--- src/rtl/stopwatch_counter.sv ---
// -----------------------------------------------------------------------------
// stopwatch_counter
//
// Purpose:
//   Datapath behind the stopwatch control FSM. A prescaler divides clk down to
//   a centisecond time base. A four-digit BCD counter keeps the running time
//   SS.CC, from 00.00 to 59.99, and then rolls over.
//
// Optional feature (macro STOPWATCH_LAP_EN):
//   When the macro is defined, a lap pulse freezes the displayed time while
//   live counting continues. A second lap pulse releases the freeze.
//   When the macro is undefined, the lap input is ignored and no lap
//   registers exist.
//
// Parameters:
//   CLK_DIV : clk cycles per centisecond tick (2 .. 2^24)
//   CNT_W   : prescaler width, 2^CNT_W >= CLK_DIV
//
// Ports:
//   clk           in   system clock, rising edge
//   reset         in   synchronous, active-low reset
//   init_regs     in   clear time and prescaler (also releases lap freeze)
//   count_enabled in   advance time while high
//   lap           in   single-cycle lap pulse (used only with STOPWATCH_LAP_EN)
//   digits        out  {sec_tens, sec_ones, csec_tens, csec_ones}, BCD
//   tick          out  one-cycle pulse in the cycle a centisecond completes
//   wrap          out  one-cycle pulse in the tick cycle of 59.99 -> 00.00
// -----------------------------------------------------------------------------
module stopwatch_counter #(
   parameter int CLK_DIV = 1000000,
   parameter int CNT_W   = 24
) (
   input  logic        clk,
   input  logic        reset,
   input  logic        init_regs,
   input  logic        count_enabled,
   input  logic        lap,
   output logic [15:0] digits,
   output logic        tick,
   output logic        wrap
);

   localparam logic [CNT_W-1:0] DIV_LAST = CNT_W'(CLK_DIV - 1);

   logic [CNT_W-1:0] presc_q, presc_d;
   logic [3:0]       cs1_q, cs1_d;   // centiseconds, ones
   logic [3:0]       cs10_q, cs10_d; // centiseconds, tens
   logic [3:0]       s1_q, s1_d;     // seconds, ones
   logic [3:0]       s10_q, s10_d;   // seconds, tens
   logic [15:0]      live;

   assign live = {s10_q, s1_q, cs10_q, cs1_q};

   // tick/wrap are combinational so that the consumer samples them on the
   // same edge at which the time advances. Reset and init both mask them.
   assign tick = reset && !init_regs && count_enabled && (presc_q == DIV_LAST);
   assign wrap = tick && (live == 16'h5999);

   always_comb begin
      presc_d = presc_q;
      cs1_d   = cs1_q;
      cs10_d  = cs10_q;
      s1_d    = s1_q;
      s10_d   = s10_q;
      if (init_regs) begin
         presc_d = '0;
         cs1_d   = 4'd0;
         cs10_d  = 4'd0;
         s1_d    = 4'd0;
         s10_d   = 4'd0;
      end else if (count_enabled) begin
         if (presc_q == DIV_LAST) begin
            presc_d = '0;
            // Ripple carry: each digit advances only when all lower digits
            // wrap in the same tick.
            if (cs1_q == 4'd9) begin
               cs1_d = 4'd0;
               if (cs10_q == 4'd9) begin
                  cs10_d = 4'd0;
                  if (s1_q == 4'd9) begin
                     s1_d = 4'd0;
                     if (s10_q == 4'd5) s10_d = 4'd0;
                     else               s10_d = s10_q + 4'd1;
                  end else begin
                     s1_d = s1_q + 4'd1;
                  end
               end else begin
                  cs10_d = cs10_q + 4'd1;
               end
            end else begin
               cs1_d = cs1_q + 4'd1;
            end
         end else begin
            presc_d = presc_q + 1'b1;
         end
      end
   end

   always_ff @(posedge clk) begin
      if (!reset) begin
         presc_q <= '0;
         cs1_q   <= 4'd0;
         cs10_q  <= 4'd0;
         s1_q    <= 4'd0;
         s10_q   <= 4'd0;
      end else begin
         presc_q <= presc_d;
         cs1_q   <= cs1_d;
         cs10_q  <= cs10_d;
         s1_q    <= s1_d;
         s10_q   <= s10_d;
      end
   end

`ifdef STOPWATCH_LAP_EN
   logic        frozen_q, frozen_d;
   logic [15:0] lap_q, lap_d;

   // A lap pulse toggles the freeze. Entering the freeze captures the live
   // time as it stands before this edge. init_regs always ends unfrozen.
   always_comb begin
      frozen_d = frozen_q;
      lap_d    = lap_q;
      if (init_regs) begin
         frozen_d = 1'b0;
      end else if (lap) begin
         if (!frozen_q) begin
            frozen_d = 1'b1;
            lap_d    = live;
         end else begin
            frozen_d = 1'b0;
         end
      end
   end

   always_ff @(posedge clk) begin
      if (!reset) begin
         frozen_q <= 1'b0;
         lap_q    <= 16'h0000;
      end else begin
         frozen_q <= frozen_d;
         lap_q    <= lap_d;
      end
   end

   assign digits = frozen_q ? lap_q : live;
`else
   // lap is intentionally unused in this build.
   logic unused_lap;
   assign unused_lap = lap;
   assign digits     = live;
`endif

endmodule
--- config.mk ---
export PLATFORM = sky130hd
export DESIGN_NAME = stopwatch_counter
export DESIGN_NICKNAME = d
export VERILOG_FILES = /design/src/rtl/stopwatch_counter.sv
export SDC_FILE = /design/constraint.sdc
export NUM_CORES = 1
export LEC_CHECK = 0
export BUFFER_PORTS_ARGS = -buffer_cell sky130_fd_sc_hd__buf_2
export CAP_MARGIN = 20
export CORE_UTILIZATION = 53
export DETAILED_ROUTE_END_ITERATION = 8
export PLACE_DENSITY = 0.74
export SKIP_CTS_REPAIR_TIMING = 1
export SLEW_MARGIN = 20
export SYNTH_ARGS = -nofsm -noshare
export SYNTH_HDL_FRONTEND = slang
export SYNTH_SLANG_ARGS = --single-unit
--- constraint.sdc ---
create_clock -name clk -period 5.8 [get_ports clk]
set_input_delay 1.16 -clock clk [delete_from_list [all_inputs] [get_ports clk]]
set_output_delay 1.16 -clock clk [all_outputs]
set_load 0.01 [all_outputs]
After elaboration in Yosys (flattened, before gate mapping)
Cells that the tools add are included.

Register bits: 40. Input bits: 5. Output and inout bits: 18. Word-level logic and storage cells: 32.

Add/sub/neg operators: 5. Equal/unequal tests: 6. Mux-type cells: 5. Bitwise logic cells: 1. Reduce and logical (&&, ||, !) cells: 10.

Operators by type and width (count): $add 24x1->24 const B (1); $eq 24x20->1 const B (1); $mux 24 (1); $add 4x1->4 const B (4); $eq 16x15->1 const B (1); $mux 4 (4); $eq 4x4->1 const B (3); $reduce_and 5->1 (1); $eq 4x3->1 const B (1); $logic_and 1x1->1 (4); $reduce_and 4->1 (1); $reduce_and 3->1 (1); $reduce_and 2->1 (1); $reduce_or 2->1 (1); $logic_not 1->1 (1); $not 1->1 (1).

Longest topological paths before layout
Gate-level depths: netlist (run 1).

Depth in word-level cells: 5. Depth in mapped cells: 8. Depth with buffers taken out: 6.

Worst setup path before layout (run 1)
No wires, ideal clock.

Path type: input to output. Start point: input count_enabled. End point: output wrap. Arrival time: 2.404 ns. Data required time: 4.640 ns. Path slack: 2.236 ns. Cell stages on the path: 6. Path buffers: 2. Path through: buf_4 -> and4_4 -> and4b_4 -> buf_6 -> nand4_1 -> and4b_1.

Longest elaborated chain between the ends: 3.

RTL lines: start, declared (RTL line 36) `input logic count_enabled,`; $logic_and 1x1->1 (2 in a row) (RTL line 56) `assign tick = reset && !init_regs && count_enabled && (presc_q == DIV_LAST);`; $logic_and 1x1->1 (RTL line 57) `assign wrap = tick && (live == 16'h5999);`; end, declared (RTL line 40) `output logic wrap`.

Every way passes these cells.

Worst setup path in the final report (run 1)
Ends and elaborated chain as after synthesis.

==> flow_metrics.tcl, run 1 <==
set metrics [dict create \
    cellLeakagePower_nw 0.822 \
    postSynth.asyncResetShare_pct 0 \
    startpoint_type "primary input" \
    power.net_switching_w 0.0000987 \
    drc_violation_count_after_routing 0 \
    cp_max_fo 11 \
    min_period_ns 3.82 \
    max_cap_viol_count 0 \
    antenna_cells 0 \
    path_delay_family "simple AND/OR/NAND/NOR gates" \
    clock_latency_of_the_later_clocked_register_in_the_worst_skew_pair_ns 0.29 \
    run_status "completed" \
    timing_worst_setup_path_type "in2out" \
    final_layout_size_suffix_gt1_share_pct 16.8 \
    cts-htree-levels 2 \
    chipWidth_um 64.9 \
    critical_path.max_stage_delay_ns 0.36 \
    die_area_um2 4210 \
    buffer_ports.inserted 21 \
    synth_seq_area_share_pct 38.2 \
    core_um2 3720 \
    seq_power_share_pct 57.2 \
    total_number_of_vias 1674 \
    slowest_cell_on_the_critical_path "and4b_4" \
    cellInternalPower_w 0.000383 \
    grt_pass1_wl_mm 6.96 \
    worst_setup_skew_after_layout_ns 0.00500 \
    avgRoutedWirePerCell_um 12.9 \
    critical_path.cell_chain "buf_2, and4_4, and4b_4, nand4_1, and4b_1, buf_2" \
    timing_worst_slew_pin_value_ns 0.866 \
    ioPinCount 23 \
    max_freq_mhz 261 \
    final_cell_area_um2 2280 \
    path_common_cell "buf_2" \
    layout_common_cells "dfxtp_1, nor2_1, buf_2, xnor2_1, nand4_1" \
    post_synth_num_cell_types 42 \
    synthToLayoutAreaGrowth_pct 8.90 \
    finalSetupTns_ns 0 \
    placement.cell_area_um2 2190 \
    synthesis.nets 243 \
    cts.reportedPaths.clkPinSlew_ns 0.07 \
    initial_core_util_pct 56.4 \
    combinational_group_share_of_total_power_pct 1.8 \
    max-slew-margin-rel_pct 42.3 \
    post_synth.cell_area_avg_um2 8.84 \
    antenna_found_initial 0 \
    yosys_most_used_dff "dfxtp_1" \
    synth_cells 237 \
    report.final.hold_viol_count 0 \
    gp_routability_congestion 0.749 \
    synthesis.area_um2 2100 \
    route.final.wire_length_mm 3.92 \
    layout.cells.most_common "dfxtp_1" \
    final_min_period_over_clock_period_pct 65.9 \
    num-nets-final 262 \
    power.switching_fraction_pct 20.5 \
    synth_edf_count 0 \
    track_usage_pct 21.3 \
    cts_tree "done" \
    synth-seq-cells 40 \
    fp-row-count 22 \
    drtAntennaViolNets 0 \
    share_of_total_power_in_the_clock_network_pct 41.0 \
    hpwlAfterDp_mm 2.71 \
    slew_viol_final 0 \
    worst_ir_drop_vdd_mv 0.164 \
    crit_required_ns 4.64 \
    drt-pass1-iter-count 4 \
    cp.arrival_ns 2.66 \
    final-setup-viol-count 0 \
    clkSinkCount 40 \
    timing.critical_path.buf_inv 2 \
    cts_root_buffer "clkbuf_8" \
    cp-end-kind "output port" \
    largest_net_degree_at_the_start_of_global_routing 24 \
    route.detailed.vias_per_inst 5.51 \
    die_h_um 64.9 \
    synth_warnings 0 \
    grt_overflow 0 \
    hold_class "reg2reg" \
    power.density_cell_area_nw_per_um2 211 \
    cts-buffers-inserted 5 \
    max-clock-path-buffers 2 \
    unrepaired_setup_endpoints_after_global_routing "no" \
    dr.first_iter.drc_count 70 \
    grt_pass1_vias 1590 \
]
-- cell type report --
class | count | area (um^2)
flip-flops and latches | 40 | 801
inverters | 6 | 22.5
fillers | 344 | 1430
repair buffers | 21 | 105
clock buffers | 7 | 96.3
multi-input cells | 182 | 1200
well taps | 48 | 60.1
-- state kept, by name, summed over array words and instances, names as in the netlist --
signal / count
cs1_q: 4
presc_q: 24
cs10_q: 4
s1_q: 4
s10_q: 4
-- cell usage after synthesis (2+ instances only) --
cell     instances  area [um^2]
a41o_2           2         22.5
mux2i_1          2         20.0
and4_1           4         35.0
nand4_4          2         42.5
buf_6            3         33.8
nand2_1         13         48.8
nand3_1         11         55.1
o21ai_0          7         35.0
nand4_1         14         87.6
xnor2_1         16          140
or3b_1           2         17.5
nor3_1           6         30.0
or3_1            5         31.3
nor4b_4          2         47.6
nor2b_1         10         62.6
buf_4            4         30.0
nor4_1           3         18.8
xor2_1          12          105
a21oi_1         11         55.1
and3_1           4         25.0
dfxtp_1         40          801
inv_1            6         22.5
nor2_1          39          146
-- path summary, 6_finish.rpt --
kind,start,to,slack (ns),depth (start not counted)
worst max-delay path,count_enabled,wrap,1.98,6
worst min-delay path,s10_q[0],s10_q[0],0.50,2
worst max register to register,presc_q[0],presc_q[21],3.27,6
worst min register to register,s10_q[0],s10_q[0],0.50,2
-- metrics by stage --
step	hold WS, ns	util (%)	total power (W)	worst slack (ns)	cells
floorplan	0.491	-	0.000290	2.24	237
global placement	0.484	58.8	0.000291	2.00	297
detailed placement	0.484	58.8	0.000291	1.99	297
CTS	0.496	61.4	0.000487	1.98	304
global route	0.511	61.4	0.000499	1.86	304
finish	0.495	61.4	0.000482	1.98	304
-- metal layers --
metal	global-route usage, %	up-vias	part of all wire, %
li1	-	868	-
met1	26.2	777	48
met2	35.8	22	47
met3	4.75	7	2.6
met4	8.33	0	1.6
met5	0	-	0
-- kinds of logic after synthesis --
| family | count (synthesis) | synth area share (%) |
|---|---|---|
| buffers and inverters | 15 | 4.66 |
| AND/OR/NAND/NOR | 130 | 38.1 |
| AO/OA/AOI/OAI | 21 | 5.79 |
| XOR/XNOR | 28 | 11.7 |
| adder cells (fa/ha/maj) | 1 | 0.597 |
| multiplexers | 2 | 0.955 |
| flip-flops | 40 | 38.2 |
-- power by group through the flow --
stage | sequential [W] | combinational [W] | clock, W
after floorplan | 0.000282 | 0.00000802 | 0
after global placement | 0.000282 | 0.00000853 | 0
after detailed placement | 0.000282 | 0.00000848 | 0
after CTS | 0.000276 | 0.00000866 | 0.000202
after global routing | 0.000276 | 0.00000943 | 0.000214
final | 0.000276 | 0.00000846 | 0.000197
-- worst reg2reg max path, stage by stage, from the launching register on --
cell and delay [ns]:
dfxtp_1 0.45, ha_1 0.25, and4_4 0.28, and4b_4 0.37, nand4_1 0.23, nand2b_1 0.69
nor2_1 0.12
Power figures use the tool's default switching activity.
==> run 2: changes to the inputs <==
- clock period: 5.8 -> 4 ns (I/O delays scaled with it)
==> run 2 against run 1 <==
Net effect:
- clock skew decreased by 0.0027 ns
- sequential share of layout area is 0.097 points higher
- core utilization shrank 0.17 points
- clock power rose by 41%
- die area is the same
- hold slack worse by 0.0026 ns
- sequential cell count unchanged
- cell area down 0.27%
- critical path depth did not move
- sequential power grew 45%
- highest routed layer unchanged
==> flow_metrics.tcl, run 2 (synthesis results as in run 1) <==
set metrics [dict create \
    critical_path.max_stage_delay_ns 0.36 \
    path_delay_family "simple AND/OR/NAND/NOR gates" \
    cts-htree-levels 2 \
    initial_core_util_pct 56.4 \
    cts.reportedPaths.clkPinSlew_ns 0.07 \
    antenna_cells 0 \
    fin_util_pct 61.2 \
    chipWidth_um 64.9 \
    startpoint_type "primary input" \
    critical_path.cell_chain "buf_2, and4_4, and4b_4, nand4_1, and4b_1, buf_2" \
    cellLeakagePower_nw 0.818 \
    drc_violation_count_after_routing 0 \
    total_number_of_vias 1679 \
    cts_root_buffer "clkbuf_8" \
    synthToLayoutAreaGrowth_pct 8.60 \
    route.final.wire_length_mm 3.88 \
    wl_met2_mm 1.79 \
    track_usage_pct 20.6 \
    path_common_cell "buf_2" \
    share_of_total_power_in_the_clock_network_pct 40.2 \
    layout.cells.most_common "dfxtp_1" \
    cp.arrival_ns 2.31 \
    final_cell_area_um2 2280 \
    crit_required_ns 3.20 \
    gp_routability_congestion 0.766 \
    power.net_switching_w 0.000146 \
    drtAntennaViolNets 0 \
    placement.cell_area_um2 2190 \
    grt_overflow 0 \
    power.switching_fraction_pct 21.2 \
    timing.critical_path.buf_inv 2 \
    timing_worst_slew_pin_value_ns 0.858 \
    num-nets-final 262 \
    unrepaired_setup_endpoints_after_global_routing "no" \
    max-slew-margin-rel_pct 42.8 \
    dr.first_iter.drc_count 79 \
    report.final.hold_viol_count 0 \
    slowest_cell_on_the_critical_path "and4b_4" \
    grt_pass1_wl_mm 6.68 \
    max_freq_mhz 322 \
    route.detailed.vias_per_inst 5.50 \
    final_layout_size_suffix_gt1_share_pct 16.3 \
    max_cap_viol_count 0 \
    seq_power_share_pct 58.0 \
    cellInternalPower_w 0.000543 \
    layout_common_cells "dfxtp_1, nor2_1, buf_2, xnor2_1, nand4_1" \
    combinational_group_share_of_total_power_pct 1.8 \
    buffer_ports.inserted 21 \
    maxUsedRoutingLayer "met4" \
    hpwlAfterDp_mm 2.68 \
    timing_worst_setup_path_type "in2out" \
    final_min_period_over_clock_period_pct 77.7 \
    die_h_um 64.9 \
    cp-end-kind "output port" \
    clock_latency_of_the_later_clocked_register_in_the_worst_skew_pair_ns 0.29 \
    r2r_slack_ns 1.48 \
    power.density_cell_area_nw_per_um2 303 \
    avgRoutedWirePerCell_um 12.7 \
    largest_net_degree_at_the_start_of_global_routing 24 \
    run_status "completed" \
    core_um2 3720 \
    antenna_found_initial 0 \
    met3_length_um 146 \
    cts-buffers-inserted 5 \
    finalSetupTns_ns 0 \
    worst_ir_drop_vdd_mv 0.143 \
    cts_tree "done" \
    final-setup-viol-count 0 \
    largest_register_ffs 24 \
    min_period_ns 3.11 \
    drt-pass1-iter-count 4 \
    die_area_um2 4210 \
    max-clock-path-buffers 2 \
    wire_length_on_met1_mm 1.88 \
    fp-row-count 22 \
    grt_pass1_vias 1505 \
    cp_max_fo 11 \
    ioPinCount 23 \
    max_flop_register "presc_q" \
    slew_viol_final 0 \
    hold_class "reg2reg" \
    worst_setup_skew_after_layout_ns 0.00228 \
    clkSinkCount 40 \
]
## run 2: changes by cell type in the layout (fill, tap and decap cells not counted)
| cell | delta |
|---|---|
| clkbuf_1 | +2 |
| clkbuf_8 | -1 |
## run 2: metal layers
metal / vias up / GRT usage [%]
li1: 864 / -
met5: - / 0
met3: 7 / 4.23
met1: 777 / 26.6
met4: 0 / 10.0
met2: 31 / 32.3
## run 2: power groups by stage
| stage | Sequential, W | Clock (W) | Combinational [W] |
|---|---|---|---|
| 2_1_floorplan | 0.000409 | 0 | 0.0000116 |
| 6_report | 0.000400 | 0.000277 | 0.0000121 |
| 4_1_cts | 0.000400 | 0.000286 | 0.0000123 |
| 3_5_place_dp | 0.000409 | 0 | 0.0000122 |
| 3_3_place_gp | 0.000409 | 0 | 0.0000123 |
| 5_1_grt | 0.000400 | 0.000302 | 0.0000137 |
## run 2: path summary, 6_finish.rpt
kind / start / to / cells after the start
max: count_enabled / wrap / 6
min reg2reg: s10_q[0] / s10_q[0] / 2
max reg2reg: presc_q[0] / presc_q[22] / 6
min: s10_q[0] / s10_q[0] / 2
## run 2: worst reg2reg max path, stage by stage, from the launching register on
cell and delay, ns:
dfxtp_1 0.44, ha_1 0.25, and4_4 0.28, and4b_4 0.36, nand4_1 0.24, nand2b_1 0.69
nor2_1 0.12
## run 2: area by class of cell
class | instances | area, um^2
Clock buffer | 8 | 90.1
Sequential cell | 40 | 801
Timing Repair Buffer | 21 | 105
Fill cell | 351 | 1440
Tap cell | 48 | 60.1
Inverter | 6 | 22.5
Multi-Input combinational cell | 182 | 1200
## run 2: metrics by stage
step | power, W | hold WS [ns] | cells | setup slack [ns]
after floorplan | 0.000420 | 0.491 | 237 | 1.16
after global placement | 0.000421 | 0.481 | 297 | 0.913
after detailed placement | 0.000421 | 0.477 | 297 | 0.913
after CTS | 0.000698 | 0.496 | 305 | 0.885
after global routing | 0.000715 | 0.536 | 305 | 0.743
final | 0.000689 | 0.493 | 305 | 0.893
